$ cat src/rtl/wb_arbiter.sv
// Writeback arbiter: EXU/LSU one-entry buffers, round-robin onto a registered
// register-file write port, plus a per-register pending-write scoreboard.

module wb_src_buf #(
  parameter int W = 37
) (
  input  logic         clk_i,
  input  logic         rst_n_i,
  input  logic         valid,
  input  logic [W-1:0] din,
  input  logic         gnt,
  output logic         ready,
  output logic         v,
  output logic [W-1:0] q
);
  // Ready looks only at buffer state, so a grant frees the slot for a same-edge refill.
  assign ready = !v | gnt;

  always_ff @(posedge clk_i or negedge rst_n_i) begin
    if (!rst_n_i) begin
      v <= 1'b0;
      q <= '0;
    end else if (valid && ready) begin
      v <= 1'b1;
      q <= din;
    end else if (gnt) begin
      v <= 1'b0;
    end
  end
endmodule

module wb_arbiter #(
  parameter int XLEN = 32,
  parameter int NREG = 32,
  parameter int RW   = $clog2(NREG)
) (
  input  logic            clk_i,
  input  logic            rst_n_i,
  input  logic            exu_valid_i,
  output logic            exu_ready_o,
  input  logic [RW-1:0]   exu_rd_i,
  input  logic [XLEN-1:0] exu_data_i,
  input  logic            lsu_valid_i,
  output logic            lsu_ready_o,
  input  logic [RW-1:0]   lsu_rd_i,
  input  logic [XLEN-1:0] lsu_data_i,
  input  logic            alloc_valid_i,
  input  logic [RW-1:0]   alloc_rd_i,
  output logic [NREG-1:0] busy_o,
  output logic            wen_o,
  output logic [RW-1:0]   rd_o,
  output logic [XLEN-1:0] wdata_o
);
  // Source index 0 is LSU, 1 is EXU; this matches the rr encoding.
  localparam int NSRC = 2;

  typedef struct packed {
    logic [RW-1:0]   rd;
    logic [XLEN-1:0] data;
  } wb_req_t;

  localparam int W = $bits(wb_req_t);

  logic    [NSRC-1:0] in_v, rdy, buf_v, gnt;
  wb_req_t [NSRC-1:0] in_req, buf_req;
  wb_req_t            win_req;
  logic               win, rr, any_gnt;
  logic    [NREG-1:0] busy, busy_nxt;

  assign in_v   = {exu_valid_i, lsu_valid_i};
  assign in_req = {{exu_rd_i, exu_data_i}, {lsu_rd_i, lsu_data_i}};

  for (genvar g = 0; g < NSRC; g++) begin : g_src
    wb_src_buf #(.W(W)) u_buf (
      .clk_i  (clk_i),
      .rst_n_i(rst_n_i),
      .valid  (in_v[g]),
      .din    (in_req[g]),
      .gnt    (gnt[g]),
      .ready  (rdy[g]),
      .v      (buf_v[g]),
      .q      (buf_req[g])
    );
  end

  assign lsu_ready_o = rdy[0];
  assign exu_ready_o = rdy[1];

  always_comb begin
    win = buf_v[1];
    if (&buf_v) win = rr;
    any_gnt = |buf_v;
    gnt = '0;
    if (any_gnt) gnt[win] = 1'b1;
  end

  assign win_req = buf_req[win];

  // Set beats clear: a same-edge alloc means a newer producer is now in flight.
  always_comb begin
    busy_nxt = busy;
    if (any_gnt && win_req.rd != '0) busy_nxt[win_req.rd] = 1'b0;
    if (alloc_valid_i && alloc_rd_i != '0) busy_nxt[alloc_rd_i] = 1'b1;
    busy_nxt[0] = 1'b0;
  end

  always_ff @(posedge clk_i or negedge rst_n_i) begin
    if (!rst_n_i) begin
      rr      <= 1'b0;
      busy    <= '0;
      wen_o   <= 1'b0;
      rd_o    <= '0;
      wdata_o <= '0;
    end else begin
      busy  <= busy_nxt;
      wen_o <= 1'b0;
      if (any_gnt) begin
        rr      <= ~win;
        rd_o    <= win_req.rd;
        wdata_o <= win_req.data;
        wen_o   <= (win_req.rd != '0);
      end
    end
  end

  assign busy_o = busy;
endmodule

$ cat config.mk
export PLATFORM = sky130hd
export DESIGN_NAME = wb_arbiter
export DESIGN_NICKNAME = d
export VERILOG_FILES = /design/src/rtl/wb_arbiter.sv
export SDC_FILE = /design/constraint.sdc
export NUM_CORES = 1
export LEC_CHECK = 0
export BUFFER_PORTS_ARGS = -buffer_cell sky130_fd_sc_hd__buf_2
export CORE_MARGIN = 2
export CORE_UTILIZATION = 49
export CTS_CLUSTER_SIZE = 14
export DETAILED_ROUTE_END_ITERATION = 6
export PLACE_DENSITY = 0.73
export SLEW_MARGIN = 20
export SYNTH_ARGS = -nofsm -noshare
export SYNTH_HDL_FRONTEND = slang
export SYNTH_HIERARCHICAL = 1
export SYNTH_SLANG_ARGS = --single-unit
export TNS_END_PERCENT = 5
$ cat constraint.sdc
create_clock -name clk_i -period 2.5 [get_ports clk_i]
set_input_delay 0.125 -clock clk_i [delete_from_list [all_inputs] [get_ports clk_i]]
set_output_delay 0.125 -clock clk_i [all_outputs]
set_load 0.005 [all_outputs]
==> results.md <==
- Prevailing post-synth register cell: dfrtp_1
- Outcome: completed
- Sink Count: 146
- Detail Route Antenna Nets: 0
- Most common cell in the netlist: dfrtp_1
- Top post-synthesis cells by count: dfrtp_1 (146), mux2_4 (60), nand2_1 (40), mux2i_1 (32), o221a_2 (32)
- Crit-path max cell delay: 0.68 ns
- Core ar.: 13900 um2
- Worst VDD drop: 733 uV
- Slew headroom: 45.8%
- Final wirelength: 18800 um
- 1st-iter DRT viols: 503
- Ranking of synthesized cells by area: dfrtp_1 (52%), mux2_4 (13%), o221a_2 (5.2%)
- Post-layout minimum cycle time: 2.15 ns
- Worst reg2reg startpoint: rr$_DFFE_PN0N_
- Crit path from: rr$_DFFE_PN0N_
- GRT met3 Usage: 6.87%
- Avg Vias per Cell: 5.74
- Post-synthesis xor/xnor area fraction: 0%
- Post-synthesis cell type count: 60
- Fin crit share: 85.8%
- Mux cell area share after synthesis: 19.7%
- Std-Cell Rows: 43
- Clock Latency Late Sink: 0.42 ns
- Largest fanout on the critical path: 14
- M1 GR Usage: 33.1%
- Inst Count DP: 844
- Final GP Congestion: 0.903
- WL/cell: 19.8 um
- Final setup viols: 0
- Yosys top cell area share: 52.3%
- CTS tree: done
- DR pass1 iterations: 5
- Reg clk slew, reported paths: 0.06 ns
- Leak: 4.42 nW
- Post-synth EDFFs: 0
- CP cell instances: nand2b_2 > buf_4 > a2111oi_1 > o22ai_1 > a22o_1
- WS Path Type: flop to flop
- Max H-tree Level: 4
- Worst Path Required: 2.81 ns
- Starting Density: 50.2%
- Largest family of logic cells by synthesized area: multiplexers
- Max Clk Rate: 0.466 GHz
- Non-Filler Instances: 951
- Die Span Y: 123 um
- Syn Nets: 611
- Simple-Gate Fraction of Synth Area: 7.91%
- Avg Synthesized Cell Area: 13.3 um2
- R2R cell count: 5
- Number of buffers on the longest clock path: 2
- Port bufs: 154
- Startpoint Class: flop
- Largest net degree at the start of global routing: 77
- Setup repair after global routing missed its margin: false
- Die Span X: 123 um
- WP depth: 5
- Finished Cell Area: 9220 um2
- Initial antenna violation count: 1
- GRT Total Usage: 25.2%
- Post-Syn Area: 6990 um2
- CTS buffer count: 17
- Hold_sp: alloc_rd_i[1]
- GRT busiest layer: met2
- Vias in the first global route: 5669
- Hold-critical path depth: 4
- Layout area overhead: 31.9%
- Detailed Place HPWL: 11900 um
- Final Skew: 0.00864 ns
- Die ar.: 15200 um2
- Post-synthesis sequential area ratio: 52.3%
- CP Capture Type: flop
- Root buffer cell: clkbuf_16
- Remaining Overflow, GRT: 0
- Nets: 844
- Setup TNS: 0 ns
- Met2 Use GR: 39.9%
- Synth async-reset ratio: 100%
- Synth Warn #: 6
- CP max-delay cell: a2111oi_1
- Post-Synth Adder-Cell Area: 0%
- Cell count after synthesis: 527
- Placed inst area: 7880 um2
- WP buf/inv: 1
- Max Cap Viol: 0
- Share of cells above drive strength 1: 40.9%
- Post-CTS sizing: 0
- Power Dens Cells: 1260 nW/um2
- # DRC: 0
- Compound-Gate Fraction of Synth Area: 14.9%
- Min-delay worst type: input pin to flop
- Top Ports: 156
- Max Transition Viols Final: 0
- Via count: 5454
- Total power: 11.6 mW
- Area leader, netlist: dfrtp_1
- Global-route wire length before repair: 29000 um
- WP data arrival: 2.46 ns
- Seq cells post-synth: 146
- Final Hold Viols: 0
- CP delay by family, top: compound AO/OA/AOI/OAI gates
- Worst Tran Pin Value: 0.812 ns
## layer usage
layer	part of all wire, %	vias to the layer above	wire length [um]
li1	-	2460	-
met1	43	2711	8130
met2	47	236	8880
met3	7.4	47	1400
met4	2.2	0	410
met5	0	-	0
## sequential cells by signal (all words and copies together), names as in the netlist
name           cells
busy_o            31
wen_o              1
wdata_o           32
rr                 1
rd_o               5
g_src.u_buf/q     74
g_src.u_buf/v      2
## cells in the final DEF (no fill, tap or decap), types with 3 or more instances in the layout
cell,synthesis,routed
nor3_1,4,4
a21oi_1,7,7
nor2_1,5,5
a2111oi_2,3,3
nand2_1,40,40
o221ai_1,7,7
mux2_4,60,60
clkbuf_8,0,4
buf_4,3,11
a22o_1,12,12
a22oi_1,8,8
nand3b_1,3,3
buf_2,15,153
inv_1,26,26
buf_12,6,3
a221o_1,4,4
o221a_2,32,32
nor3b_1,4,4
o22ai_1,12,12
dlygate4sd3_1,0,77
o2bb2ai_1,3,3
o21ai_0,6,6
mux2_2,14,14
mux2i_1,32,32
nor2b_1,3,3
clkbuf_16,0,17
and3_1,7,7
clkbuf_1,3,3
nand3_1,8,8
dfrtp_1,146,145
o2111ai_1,10,10
nand4_1,6,6
## power breakdown
part / total [mW] / switching [mW] / internal, mW
clock network: 2.48 / 0.927 / 1.55
registers: 4.45 / 0.915 / 3.54
logic: 4.71 / 2.19 / 2.53
total: 11.6 / 4.03 / 7.62
## cell type report
class	count	area (um2)
fill	1014	4710
sequential	146	3650
multi-input combinational	323	2980
timing repair buffer	245	1690
clock buffer	24	492
tap	180	225
inverter	27	101
clock inverter	5	77.6
antenna	1	2.50
## final timing paths
kind | slack [ns] | to
min in group asynchronous | 0.30 | g_src[1].u_buf/q[9]$_DFFE_PN0P_
max in group asynchronous | 1.42 | g_src[1].u_buf/q[27]$_DFFE_PN0P_
hold / removal | 0.11 | busy_o[4]$_DFF_PN0_
hold reg to reg | 0.50 | busy_o[1]$_DFF_PN0_
setup / recovery | 0.35 | busy_o[6]$_DFF_PN0_
setup reg to reg | 0.35 | busy_o[6]$_DFF_PN0_
## worst register-to-register path: stages, from the launching register on
cell	delay, ns
dfrtp_1	0.40
nand2b_2	0.33
buf_4	0.25
a2111oi_1	0.68
o22ai_1	0.16
a22o_1	0.21
## kinds of logic (layout without fill, tap and decap cells)
logic type / Yosys count / in the layout
compound gates: 118 / 118
buf+inv: 58 / 301
flops: 146 / 146
other cells: 1 / 2
simple gates: 98 / 98
mux: 106 / 106
## repair_timing
action / CTS / global route
endpoints found under the hold margin: 150 / 0
buffers inserted: 0 / 0
endpoints found under the setup margin: 0 / 0
hold buffers: 77 / 0
## per-stage QoR
step | utilization, % | hold WS [ns] | setup slack [ns]
floorplan | - | -0.171 | 0.512
global placement | 56.6 | 0.197 | 0.421
detailed placement | 56.6 | 0.205 | 0.378
CTS | 66.2 | 0.0905 | 0.373
global route | 66.2 | 0.130 | 0.247
finish | 66.2 | 0.115 | 0.355
(Power assumes the default switching activity.)
